`src/rtl/uart_pkg.sv`:
```
// Shared UART definitions: receiver FSM state encoding and the 3-sample majority vote.
package uart_pkg;

  typedef enum logic [2:0] {
    IDLE   = 3'd0,
    START  = 3'd1,
    DATA   = 3'd2,
    PARITY = 3'd3,
    STOP   = 3'd4
  } rx_state_t;

  function automatic logic majority3(input logic a, input logic b, input logic c);
    return (a & b) | (a & c) | (b & c);
  endfunction

endpackage

```
`src/rtl/uart_baud_tick.sv`:
```
// Oversample prescaler: one-cycle tick every div clk cycles (div=0 acts as 1).
// Combinational tick, no backpressure; restart zeroes the count and suppresses that cycle's tick.
module uart_baud_tick #(
  parameter int DIVWIDTH = 16
) (
  input  logic                clk,
  input  logic                rst,
  input  logic [DIVWIDTH-1:0] div,
  input  logic                restart,
  output logic                tick
);

  logic [DIVWIDTH-1:0] cnt;
  logic [DIVWIDTH-1:0] last;

  // >= rather than == so a div decrease mid-count cannot strand the counter
  assign last = (div == '0) ? '0 : div - 1'b1;
  assign tick = !restart && (cnt >= last);

  always_ff @(posedge clk or negedge rst) begin
    if (!rst) begin
      cnt <= '0;
    end else if (restart || (cnt >= last)) begin
      cnt <= '0;
    end else begin
      cnt <= cnt + 1'b1;
    end
  end

endmodule

```
`src/rtl/uart_rx_core.sv`:
```
// Oversampling UART receiver: start, DATAWIDTH bits LSB first, optional parity, one stop bit.
// rx_done pulses 1 clk after the stop-bit decision tick (+2 clk synchronizer); no backpressure.
module uart_rx_core
  import uart_pkg::*;
#(
  parameter int DATAWIDTH    = 8,
  parameter int OVERSAMPLING = 16,
  parameter int DIVWIDTH     = 16
) (
  input  logic                 clk,
  input  logic                 rst,
  input  logic [DIVWIDTH-1:0]  div,
  input  logic                 parityEnable,
  input  logic                 parityType,
  input  logic                 rx,
  output logic [DATAWIDTH-1:0] rx_out,
  output logic                 rx_done,
  output logic                 parityError,
  output logic                 parityErrorValid,
  output logic                 framingError
);

  localparam int SW = $clog2(OVERSAMPLING);
  localparam int BW = $clog2(DATAWIDTH) + 1;
  localparam logic [SW-1:0] M_LO   = SW'(OVERSAMPLING / 2 - 1);
  localparam logic [SW-1:0] M_MID  = SW'(OVERSAMPLING / 2);
  localparam logic [SW-1:0] M_HI   = SW'(OVERSAMPLING / 2 + 1);
  localparam logic [SW-1:0] S_LAST = SW'(OVERSAMPLING - 1);
  localparam logic [BW-1:0] B_LAST = BW'(DATAWIDTH - 1);

  rx_state_t            state, state_nxt;
  logic                 rx_m, rx_s, rx_d;
  logic [SW-1:0]        samp_cnt;
  logic [BW-1:0]        bit_cnt;
  logic                 smp0, smp1;
  logic [DATAWIDTH-1:0] shreg;
  logic                 pen_l, ptype_l, par_err;
  logic                 tick, start_edge, decide, bit_end, bit_val;

  assign start_edge = (state == IDLE) && rx_d && !rx_s;
  assign decide     = tick && (samp_cnt == M_HI);
  assign bit_end    = tick && (samp_cnt == S_LAST);
  assign bit_val    = majority3(smp0, smp1, rx_s);

  uart_baud_tick #(.DIVWIDTH(DIVWIDTH)) u_tick (
    .clk     (clk),
    .rst     (rst),
    .div     (div),
    .restart (start_edge),
    .tick    (tick)
  );

  always_ff @(posedge clk or negedge rst) begin
    if (!rst) begin
      state <= IDLE;
    end else begin
      state <= state_nxt;
    end
  end

  always_comb begin
    state_nxt = state;
    case (state)
      IDLE:    if (start_edge) state_nxt = START;
      START:   if (decide && bit_val) state_nxt = IDLE;
               else if (bit_end) state_nxt = DATA;
      DATA:    if (bit_end && (bit_cnt == B_LAST)) state_nxt = pen_l ? PARITY : STOP;
      PARITY:  if (bit_end) state_nxt = STOP;
      STOP:    if (decide) state_nxt = IDLE;
      default: state_nxt = IDLE;
    endcase
  end

  always_ff @(posedge clk or negedge rst) begin
    if (!rst) begin
      rx_m             <= 1'b1;
      rx_s             <= 1'b1;
      rx_d             <= 1'b1;
      samp_cnt         <= '0;
      bit_cnt          <= '0;
      smp0             <= 1'b0;
      smp1             <= 1'b0;
      shreg            <= '0;
      pen_l            <= 1'b0;
      ptype_l          <= 1'b0;
      par_err          <= 1'b0;
      rx_out           <= '0;
      rx_done          <= 1'b0;
      parityError      <= 1'b0;
      parityErrorValid <= 1'b0;
      framingError     <= 1'b0;
    end else begin
      rx_m    <= rx;
      rx_s    <= rx_m;
      rx_d    <= rx_s;
      rx_done <= 1'b0;

      if (state == IDLE) begin
        samp_cnt <= '0;
      end else if (tick) begin
        samp_cnt <= (samp_cnt == S_LAST) ? '0 : samp_cnt + 1'b1;
      end

      if (state != DATA) begin
        bit_cnt <= '0;
      end else if (bit_end) begin
        bit_cnt <= bit_cnt + 1'b1;
      end

      if (tick && (samp_cnt == M_LO))  smp0 <= rx_s;
      if (tick && (samp_cnt == M_MID)) smp1 <= rx_s;

      if (start_edge) begin
        pen_l   <= parityEnable;
        ptype_l <= parityType;
        par_err <= 1'b0;
      end

      if ((state == DATA) && decide) begin
        shreg <= {bit_val, shreg[DATAWIDTH-1:1]};
      end

      if ((state == PARITY) && decide) begin
        par_err <= (^shreg) ^ ptype_l ^ bit_val;
      end

      // Completion is taken mid-stop-bit so a following start edge is never missed
      if ((state == STOP) && decide) begin
        rx_out           <= shreg;
        framingError     <= ~bit_val;
        parityError      <= pen_l & par_err;
        parityErrorValid <= pen_l;
        rx_done          <= 1'b1;
      end
    end
  end

endmodule

```
`config.mk`:
```
export PLATFORM = sky130hd
export DESIGN_NAME = uart_rx_core
export DESIGN_NICKNAME = d
export VERILOG_FILES = /design/src/rtl/uart_pkg.sv /design/src/rtl/uart_baud_tick.sv /design/src/rtl/uart_rx_core.sv
export SDC_FILE = /design/constraint.sdc
export NUM_CORES = 1
export LEC_CHECK = 0
export ABC_CLOCK_PERIOD_IN_PS = 5600
export CORE_MARGIN = 4
export CORE_UTILIZATION = 42
export DETAILED_ROUTE_END_ITERATION = 10
export HOLD_SLACK_MARGIN = 0.15
export PLACE_DENSITY = 0.68
export SLEW_MARGIN = 20
export SYNTH_ARGS = -nofsm -noshare
export SYNTH_HDL_FRONTEND = slang
export SYNTH_SLANG_ARGS = --single-unit
```
`constraint.sdc`:
```
create_clock -name clk -period 5.6 [get_ports clk]
set_input_delay 1.4 -clock clk [delete_from_list [all_inputs] [get_ports clk]]
set_output_delay 1.4 -clock clk [all_outputs]
set_load 0.05 [all_outputs]
```
==> run summary, run 1 <==
row count: 31
Initial Utilization: 0.441
post-synth top area share: 0.399
FF+latch count, synth: 55
Die ar.: 9250 um2
cts hold-fix bufs: 0
post-route ant nets: 0
Initial DRC Count: 110
CTS tree: built
CP arrival: 5.58 ns
nature of the critical path endpoint: flip-flop
Die Wd: 96.2 um
Hold Path Sink: rx_s
Async SR Flop Fraction: 1.00
largest net degree at the start of global routing: 56
RR Endpoint: bit_cnt[2]
area leader, netlist: dfrtp_1
Worst Hold Depth: 0
fin nets: 424
Hold Path Class: reg2reg
Mapped Cells: 331
register area share after synthesis: 0.423
critical path class: in2reg
Distinct cells, synth: 47
mean post-synth cell area: 9.86 um2
layout cells sized above 1: 0.150
HPWL after detailed placement: 4.85 mm
measured slew at the worst slew-check pin: 0.729 ns
max-cap violations: 0
Ports: 33
Post-synth EDFFs: 0
post_cts resized: 0
Setup crit start kind: input port
postcts setup bufs: 0
Longest Clk Path Bufs: 2
RSZ-0062 raised after global routing: no
placed inst area: 3830 um2
most frequent cells in the layout: dfrtp_1 (52), nand2_1 (35), nor2_1 (35), clkdlybuf4s50_1 (31), ha_1 (23)
Placed Instances: 472
Worst slew margin: 0.510
final instance area: 3920 um2
period utilisation layout: 0.960
hold path startpoint: rx_m
residual DRC count: 0
status: complete, no violations
GP Congestion: 0.786
Die Y: 96.2 um
crit-path max FO: 8
commonest non-fill, non-tap cell in the layout: dfrtp_1
P per Cell Area: 204 nW/um2
H-Tree Depth: 2
via-per-instance ratio: 5.26
clk slew on worst S/H paths: 0.10 ns
required time worst endpoint: 5.81 ns
Min Clock Period, post-route: 5.37 ns
clk sink count: 55
vias after detailed routing: 2523
Worst Reg2Reg Path Length in Cells: 9
Slew Limit Fails: 0
vias in the first global route: 2524
Detailed Routing Iterations Pass 1: 4
# diodes: 0
CTS root buf: clkbuf_8
reg2reg setup slack: 3.01 ns
GRT overflow: 0
post-route insts no fill: 480
Syn-to-layout area delta: 20.1%
first-pass GRT wire length: 11.5 mm
WL final: 6.45 mm
Setup-failing EPs final: 0
Std-Cell Core Area: 7410 um2
P_leak: 0.00180 uW
Warnings, synthesis: 0
CTS Buf Count: 5
Synth Flop Type: dfrtp_1
synthesized net count: 375
final setup skew: 0.0103 ns
Avg WL per Cell: 13.4 um
initial antenna violation count: 0
Peak VDD IR: 106 uV
R2R Path Start: u_tick.cnt[14]
Worst-Skew Late Latency: 0.31 ns
final hold vios: 0
Port Buf Inserts: 32
GRT Overall Usage: 0.155
max frequency: 0.186 GHz
Cell Area, Synth: 3260 um2
Synth area leaders: dfrtp_1 (40%), ha_1 (8.8%), mux2_2 (7.2%), xor2_1 (5.6%), nand2_1 (4.0%)
==> cell usage after synthesis, types with 2 or more instances <==
| master | number |
|---|---|
| or3_4 | 2 |
| nand2b_1 | 5 |
| ha_1 | 23 |
| a21oi_1 | 15 |
| xor2_1 | 21 |
| o31ai_1 | 4 |
| nand3_1 | 12 |
| o21ai_0 | 8 |
| buf_2 | 2 |
| dfstp_2 | 3 |
| nand3b_1 | 2 |
| clkbuf_1 | 5 |
| nor3_1 | 11 |
| nand2_1 | 35 |
| nor2_1 | 35 |
| nand4_1 | 4 |
| nor4_1 | 5 |
| dfrtp_1 | 52 |
| mux2i_1 | 6 |
| mux2_2 | 21 |
| or4_1 | 3 |
| a21o_1 | 2 |
| and3_1 | 6 |
| inv_1 | 12 |
| xnor2_1 | 14 |
| or4_4 | 2 |
==> worst max-delay path by stage <==
stage | start | to
floorplan | div[9] | state[0]
global placement | div[9] | parityErrorValid
detailed placement | div[9] | rx_out[3]
CTS | div[9] | rx_out[3]
global route | div[9] | state[0]
finish | div[9] | rx_out[3]
==> area by class of cell <==
type | instances | area [um2]
repair buffers | 51 | 470
inverters | 12 | 45.0
clock inverters | 2 | 17.5
clock buffers | 6 | 72.6
fillers | 643 | 3490
multi-input cells | 255 | 1810
flip-flops and latches | 55 | 1380
well taps | 99 | 124
==> layer usage <==
layer  share of wire  vias up  GRT usage
met5               0        -          0
met4           0.013        0     0.0533
met3           0.033        8     0.0227
met2            0.46       44      0.245
met1            0.49     1211      0.217
li1                -     1260          -
==> flip-flops by register name, indices dropped and copies added (netlist names) <==
name / cells
samp_cnt: 4
parityErrorValid: 1
shreg: 8
rx_m: 1
u_tick.cnt: 16
rx_s: 1
rx_out: 8
state: 3
par_err: 1
framingError: 1
ptype_l: 1
bit_cnt: 4
rx_done: 1
smp1: 1
rx_d: 1
parityError: 1
pen_l: 1
smp0: 1
==> kinds of logic after synthesis <==
group | after synthesis | synth area share
AOI/OAI and AO/OA | 40 | 0.0786
xor gates and xnor gates | 35 | 0.0939
adders and majority gates | 23 | 0.0882
buffers and inverters | 21 | 0.0272
DFF | 55 | 0.423
muxes | 27 | 0.0908
and+or+nand+nor | 130 | 0.199
==> report_power, final <==
part           switching (uW)  internal [uW]
registers                32.8            422
clock network             134           90.2
logic                    58.0           63.4
==> stage by stage <==
step	setup WS (ns)	TNS [ns]	power, uW	hold slack, ns	util
3_3_place_gp	-0.0375	-0.488	579	0.350	0.516
6_report	0.226	0	800	0.364	0.529
5_1_grt	0.0234	0	850	0.369	0.529
3_5_place_dp	-0.101	-1.76	585	0.352	0.517
2_1_floorplan	0.322	0	527	0.345	-
4_1_cts	0.240	0	808	0.367	0.529
==> critical path, stage by stage <==
cell	delay [ns]
clkdlybuf4s50_1	0.42
or4_4	0.55
or3_4	0.34
or4_4	0.42
or3_4	0.38
and2_1	0.18
ha_1	0.25
nand2b_1	0.14
a2111o_1	0.39
a32oi_1	0.23
and3_1	0.31
nor3_1	0.11
buf_4	0.18
mux2_2	0.28
Note: power is estimated with default switching activity, not from simulation.
==> inputs of run 2 (changes only) <==
--- a/config.mk
+++ b/config.mk
@@ -8,10 +8,12 @@
 export ABC_CLOCK_PERIOD_IN_PS = 5600
 export CORE_MARGIN = 4
 export CORE_UTILIZATION = 42
+export CTS_CLUSTER_DIAMETER = 100
 export DETAILED_ROUTE_END_ITERATION = 10
 export HOLD_SLACK_MARGIN = 0.15
-export PLACE_DENSITY = 0.68
+export PLACE_DENSITY = 0.64
 export SLEW_MARGIN = 20
 export SYNTH_ARGS = -nofsm -noshare
 export SYNTH_HDL_FRONTEND = slang
 export SYNTH_SLANG_ARGS = --single-unit
+export TNS_END_PERCENT = 1
==> run 2 against run 1 <==
  * Worst hold slack got worse by 0.0027 ns
  * Critical path depth is the same
  * Clock power up 24%
  * Count of clock-buffer cells in the layout shrank 1
  * Non-clock buffer count shrank 1
  * Total power grew 6.1%
  * Die area unchanged
  * Cell count is 0.21% lower
  * Sequential power barely moved
  * Worst setup slack gained 0.011 ns
  * Highest routed layer unchanged
==> run summary, run 2 (same netlist as run 1, synthesis figures left out) <==
clk slew on worst S/H paths: 0.10 ns (about the same)
Worst-Skew Late Latency: 0.32 ns (was 0.31 ns)
Global Route met3 Usage: 0.0235 (was 0.0227)
Initial Utilization: 0.441 (unchanged)
measured slew at the worst slew-check pin: 0.683 ns (was 0.729 ns)
Avg WL per Cell: 13.4 um (about the same)
Syn-to-layout area delta: 20.9% (was 20.1%)
Die Wd: 96.2 um (unchanged)
Peak VDD IR: 175 uV (was 106 uV)
CP arrival: 5.57 ns (was 5.58 ns)
biggest regs: u_tick.cnt: 16 flops, rx_out: 8 flops, shreg: 8 flops (unchanged)
final setup skew: 0.0100 ns (was 0.0103 ns)
status: complete, no violations (unchanged)
commonest non-fill, non-tap cell in the layout: dfrtp_1 (unchanged)
slowest CP cell: or4_4 (unchanged)
CP Cell Sequence: clkdlybuf4s50_1, or4_4, or3_4, or4_4, or3_4, and2_1, ha_1, nand2b_1, a2111o_1, a32oi_1, and3_1, nor3_1, buf_12, mux2_2 (was clkdlybuf4s50_1, or4_4, or3_4, or4_4, or3_4, and2_1, ha_1, nand2b_1, a2111o_1, a32oi_1, and3_1, nor3_1, buf_4, mux2_2)
Setup-failing EPs final: 0 (unchanged)
WL final: 6.44 mm (was 6.45 mm)
GRT Overall Usage: 0.154 (was 0.155)
Min Clock Period, post-route: 5.36 ns (was 5.37 ns)
Hold Path Sink: rx_s (unchanged)
P per Cell Area: 215 nW/um2 (was 204 nW/um2)
HPWL after detailed placement: 4.94 mm (was 4.85 mm)
Worst slew margin: 0.545 (was 0.510)
kind of cell adding the most delay to the critical path: simple AND/OR/NAND/NOR gates (unchanged)
CP bufs+invs: 2 (unchanged)
Std-Cell Core Area: 7410 um2 (unchanged)
postcts setup bufs: 0 (unchanged)
fin nets: 423 (was 424)
RR Endpoint: samp_cnt[3] (was bit_cnt[2])
nature of the critical path endpoint: flip-flop (unchanged)
via-per-instance ratio: 5.19 (was 5.26)
GRT overflow: 0 (unchanged)
layout cells sized above 1: 0.150 (about the same)
required time worst endpoint: 5.81 ns (about the same)
reg2reg setup slack: 3.00 ns (was 3.01 ns)
hold slack: 0.361 ns (was 0.364 ns)
Fillers: 671 (was 643)
Die Y: 96.2 um (unchanged)
crit-path max FO: 12 (was 8)
post-route ant nets: 0 (unchanged)
final worst setup slack: 0.238 ns (was 0.226 ns)
H-Tree Depth: 2 (unchanged)
initial antenna violation count: 0 (unchanged)
hold path startpoint: rx_m (unchanged)
slowest cell delay on critical path: 0.55 ns (about the same)
Worst Reg2Reg Path Length in Cells: 9 (unchanged)
critical path class: in2reg (unchanged)
GR Util met2: 0.239 (was 0.245)
footprint of the multi-input gates: 1800 um2 (was 1810 um2)
CTS Buf Count: 5 (unchanged)
max-cap violations: 0 (unchanged)
Slew Limit Fails: 0 (unchanged)
period utilisation layout: 0.958 (was 0.960)
Hold Path Class: reg2reg (unchanged)
# diodes: 0 (unchanged)
GP Congestion: 0.801 (was 0.786)
Detailed Routing Iterations Pass 1: 4 (unchanged)
Longest Clk Path Bufs: 2 (unchanged)
residual DRC count: 0 (unchanged)
Worst Hold Depth: 0 (unchanged)
Setup crit start kind: input port (unchanged)
max reg flops: 16 (unchanged)
vias in the first global route: 2490 (was 2524)
R2R Path Start: u_tick.cnt[14] (unchanged)
CTS tree: built (unchanged)
row count: 31 (unchanged)
max frequency: 0.186 GHz (about the same)
Storage cell area: 1380 um2 (unchanged)
first-pass GRT wire length: 11.4 mm (was 11.5 mm)
GRT met1 Usage: 0.223 (was 0.217)
pre-CTS setup slack: -0.109 ns (was -0.101 ns)
CTS root buf: clkbuf_8 (unchanged)
RSZ-0062 raised after global routing: yes (was no)
vias after detailed routing: 2485 (was 2523)
gr busiest metal: met2 (unchanged)
clk sink count: 55 (unchanged)
final hold vios: 0 (unchanged)
P_leak: 0.00181 uW (was 0.00180 uW)
Die ar.: 9250 um2 (unchanged)
Port Buf Inserts: 32 (unchanged)
Initial DRC Count: 90 (was 110)
largest net degree at the start of global routing: 56 (unchanged)
Reg with most FFs: u_tick.cnt (unchanged)
Ports: 33 (unchanged)
most frequent cells in the layout: dfrtp_1 (52), nand2_1 (35), nor2_1 (35), clkdlybuf4s50_1 (31), ha_1 (23) (unchanged)
## run 2: changes by cell type in the layout (fill, tap and decap cells not counted)
cell,change
bufinv_16,+1
nor4_4,-1
inv_8,+1
clkinv_4,-2
buf_4,-2
buf_12,+1
nor4_2,+1
clkbuf_1,-1
inv_6,+1
## run 2: repair_timing
action                     in CTS  in global routing
hold buffers                    0                  0
resized for setup               0                  0
setup endpoints to repair       0                  1
## run 2: metrics by stage
| step | power (uW) | util | area [um2] | cells | setup TNS [ns] |
|---|---|---|---|---|---|
| final | 848 | 0.533 | 3950 | 479 | 0 |
| after global routing | 900 | 0.533 | 3950 | 479 | -0.000806 |
| after CTS | 861 | 0.533 | 3950 | 479 | 0 |
| after detailed placement | 581 | 0.516 | 3830 | 471 | -2.10 |
| after global placement | 577 | 0.516 | 3830 | 471 | -0.494 |
| after floorplan | 527 | - | 3260 | 331 | 0 |
## run 2: layout make-up
| class | instances | share of cell area |
|---|---|---|
| clock buffers | 5 | 0.0174 |
| clock inverters | 3 | 0.0127 |
| inverters | 12 | 0.0114 |
| multi-input cells | 255 | 0.457 |
| flip-flops and latches | 55 | 0.350 |
| well taps | 99 | 0.0314 |
| repair buffers | 50 | 0.121 |
## run 2: how the worst max path moves through the flow
stage / start / to / slack, ns / cells past startpoint
global placement: div[9] / rx_out[6] / -0.04 / 14
floorplan: div[9] / state[0] / 0.32 / 14
detailed placement: div[9] / rx_out[6] / -0.11 / 14
finish: div[9] / rx_out[6] / 0.24 / 14
global route: div[9] / rx_out[7] / -0.0008 / 15
CTS: div[9] / rx_out[6] / 0.23 / 14
## run 2: routing by layer
metal / routed length [um] / share of wire
met1: 3200 / 0.50
met5: 0 / 0
met3: 168 / 0.026
met4: 65 / 0.010
met2: 3000 / 0.47
## run 2: power by group
group	switching [uW]	internal (uW)	total [uW]
Sequential	30.7	422	452
Combinational	57.6	60.7	118
Clock	140	138	278
==> inputs of run 3 (changes only) <==
--- a/config.mk
+++ b/config.mk
@@ -6,7 +6,7 @@
 export NUM_CORES = 1
 export LEC_CHECK = 0
 export ABC_CLOCK_PERIOD_IN_PS = 5600
-export CORE_MARGIN = 4
+export CORE_MARGIN = 2
 export CORE_UTILIZATION = 42
 export CTS_CLUSTER_DIAMETER = 100
 export DETAILED_ROUTE_END_ITERATION = 10
==> run 3 against run 2 <==
  * Clock skew decreased by 0.0026 ns
  * Register-to-register slack is essentially flat
  * Design area fell by 0.57%
  * Worst hold slack is essentially flat
  * Combinational power barely moved
  * First-iteration DRC count is 13% higher
==> run summary, run 3 (same netlist as run 1, synthesis figures left out) <==
status: complete, no violations (unchanged)
hold slack: 0.361 ns (about the same)
clk slew on worst S/H paths: 0.09 ns (was 0.10 ns)
initial antenna violation count: 0 (unchanged)
vias after detailed routing: 2463 (was 2485)
Std-Cell Core Area: 7650 um2 (was 7410 um2)
layout cells sized above 1: 0.150 (about the same)
P per Cell Area: 201 nW/um2 (was 215 nW/um2)
Avg WL per Cell: 12.9 um (was 13.4 um)
residual DRC count: 0 (unchanged)
CTS tree: built (unchanged)
kind of cell adding the most delay to the critical path: simple AND/OR/NAND/NOR gates (unchanged)
Ports: 33 (unchanged)
Port Buf Inserts: 32 (unchanged)
biggest regs: u_tick.cnt: 16 flops, rx_out: 8 flops, shreg: 8 flops (unchanged)
clk sink count: 55 (unchanged)
# diodes: 0 (unchanged)
Reg with most FFs: u_tick.cnt (unchanged)
HPWL after detailed placement: 4.69 mm (was 4.94 mm)
critical path class: in2reg (unchanged)
GRT Overall Usage: 0.159 (was 0.154)
WL final: 6.22 mm (was 6.44 mm)
Slew Limit Fails: 0 (unchanged)
GRT met1 Usage: 0.220 (was 0.223)
commonest non-fill, non-tap cell in the layout: dfrtp_1 (unchanged)
Die ar.: 8490 um2 (was 9250 um2)
gr busiest metal: met2 (unchanged)
cts hold-fix bufs: 0 (unchanged)
CP arrival: 5.53 ns (was 5.57 ns)
critical path depth: 14 (unchanged)
final instance area: 3920 um2 (was 3950 um2)
Detailed Routing Iterations Pass 1: 4 (unchanged)
max frequency: 0.187 GHz (was 0.186 GHz)
nature of the critical path endpoint: flip-flop (unchanged)
GP Congestion: 0.777 (was 0.801)
RSZ-0062 raised after global routing: no (was yes)
Worst Reg2Reg Path Length in Cells: 8 (was 9)
slowest CP cell: or4_4 (unchanged)
post_cts resized: 0 (unchanged)
slowest cell delay on critical path: 0.54 ns (was 0.55 ns)
GRT overflow: 0 (unchanged)
Setup crit start kind: input port (unchanged)
measured slew at the worst slew-check pin: 0.675 ns (was 0.683 ns)
max reg flops: 16 (unchanged)
Initial Utilization: 0.427 (was 0.441)
required time worst endpoint: 5.79 ns (was 5.81 ns)
Worst slew margin: 0.550 (was 0.545)
via-per-instance ratio: 5.10 (was 5.19)
Hold Path Class: reg2reg (unchanged)
Die Y: 92.2 um (was 96.2 um)
final hold vios: 0 (unchanged)
CP bufs+invs: 2 (unchanged)
most frequent cells in the layout: dfrtp_1 (52), nand2_1 (35), nor2_1 (35), clkdlybuf4s50_1 (31), ha_1 (23) (unchanged)
CP Cell Sequence: clkdlybuf4s50_1, or4_4, or3_4, or4_4, or3_4, and2_1, ha_1, nand2b_1, a2111o_1, a32oi_1, and3_1, nor3_1, buf_12, mux2_2 (unchanged)
postcts setup bufs: 0 (unchanged)
post-route ant nets: 0 (unchanged)
crit-path max FO: 12 (unchanged)
largest net degree at the start of global routing: 56 (unchanged)
CTS root buf: clkbuf_8 (unchanged)
Fillers: 716 (was 671)
period utilisation layout: 0.953 (was 0.958)
H-Tree Depth: 2 (unchanged)
row count: 32 (was 31)
Global Route met3 Usage: 0.0222 (was 0.0235)
Min Clock Period, post-route: 5.34 ns (was 5.36 ns)
placed inst area: 3840 um2 (was 3830 um2)
total power: 787 uW (was 848 uW)
GR Util met2: 0.258 (was 0.239)
CTS Buf Count: 5 (unchanged)
first-pass GRT wire length: 11.1 mm (was 11.4 mm)
final setup skew: 0.00745 ns (was 0.0100 ns)
Longest Clk Path Bufs: 2 (unchanged)
Peak VDD IR: 116 uV (was 175 uV)
Worst-Skew Late Latency: 0.30 ns (was 0.32 ns)
final worst setup slack: 0.265 ns (was 0.238 ns)
Setup-failing EPs final: 0 (unchanged)
pre-CTS setup slack: -0.0637 ns (was -0.109 ns)
Die Wd: 92.2 um (was 96.2 um)
Worst Hold Depth: 0 (unchanged)
vias in the first global route: 2491 (was 2490)
Syn-to-layout area delta: 20.2% (was 20.9%)
P_leak: 0.00180 uW (was 0.00181 uW)
max-cap violations: 0 (unchanged)
Initial DRC Count: 102 (was 90)
fin nets: 424 (was 423)
run 3: changes by cell type in the layout (fill, tap and decap cells not counted):
cell / before / now
inv_6: 1 / 0
buf_4: 16 / 17
clkbuf_1: 0 / 1
bufinv_16: 1 / 0
inv_8: 1 / 0
clkinv_2: 0 / 1
clkinvlp_4: 0 / 1
run 3: final cells by class:
class,instances,area [um2],area share
tap,102,128,0.0325
timing repair buffer,51,483,0.123
clock inverter,2,12.5,0.00319
clock buffer,6,72.6,0.0185
multi-input combinational,255,1800,0.459
sequential,55,1380,0.352
inverter,12,45.0,0.0115
run 3: metrics by stage:
step                      utilization  setup TNS (ns)  instances
final                           0.513               0        483
after floorplan                     -               0        331
after global placement          0.502               0        475
after CTS                       0.513               0        483
after global routing            0.513               0        483
after detailed placement        0.502          -0.773        475
run 3: routing by layer:
layer | vias to the layer above | wire, um
met5 | - | 0
met4 | 0 | 63
met3 | 5 | 143
met2 | 31 | 2890
met1 | 1168 | 3130
li1 | 1259 | -
run 3: power by group:
group / total, uW / internal (uW) / switching [uW]
logic: 121 / 63.0 / 58.0
clock network: 213 / 87.7 / 125
registers: 453 / 421 / 31.2
total: 787 / 572 / 215
run 3: path summary, 6_finish.rpt:
path,to,from,slack [ns]
worst max-delay path,rx_out[1],div[9],0.26
worst min-delay path,rx_s,rx_m,0.36
worst max register to register,rx_out[1],u_tick.cnt[12],3.01
worst min register to register,rx_s,rx_m,0.36
max in group asynchronous,u_tick.cnt[6],rst,3.94
min in group asynchronous,parityErrorValid,rst,1.20
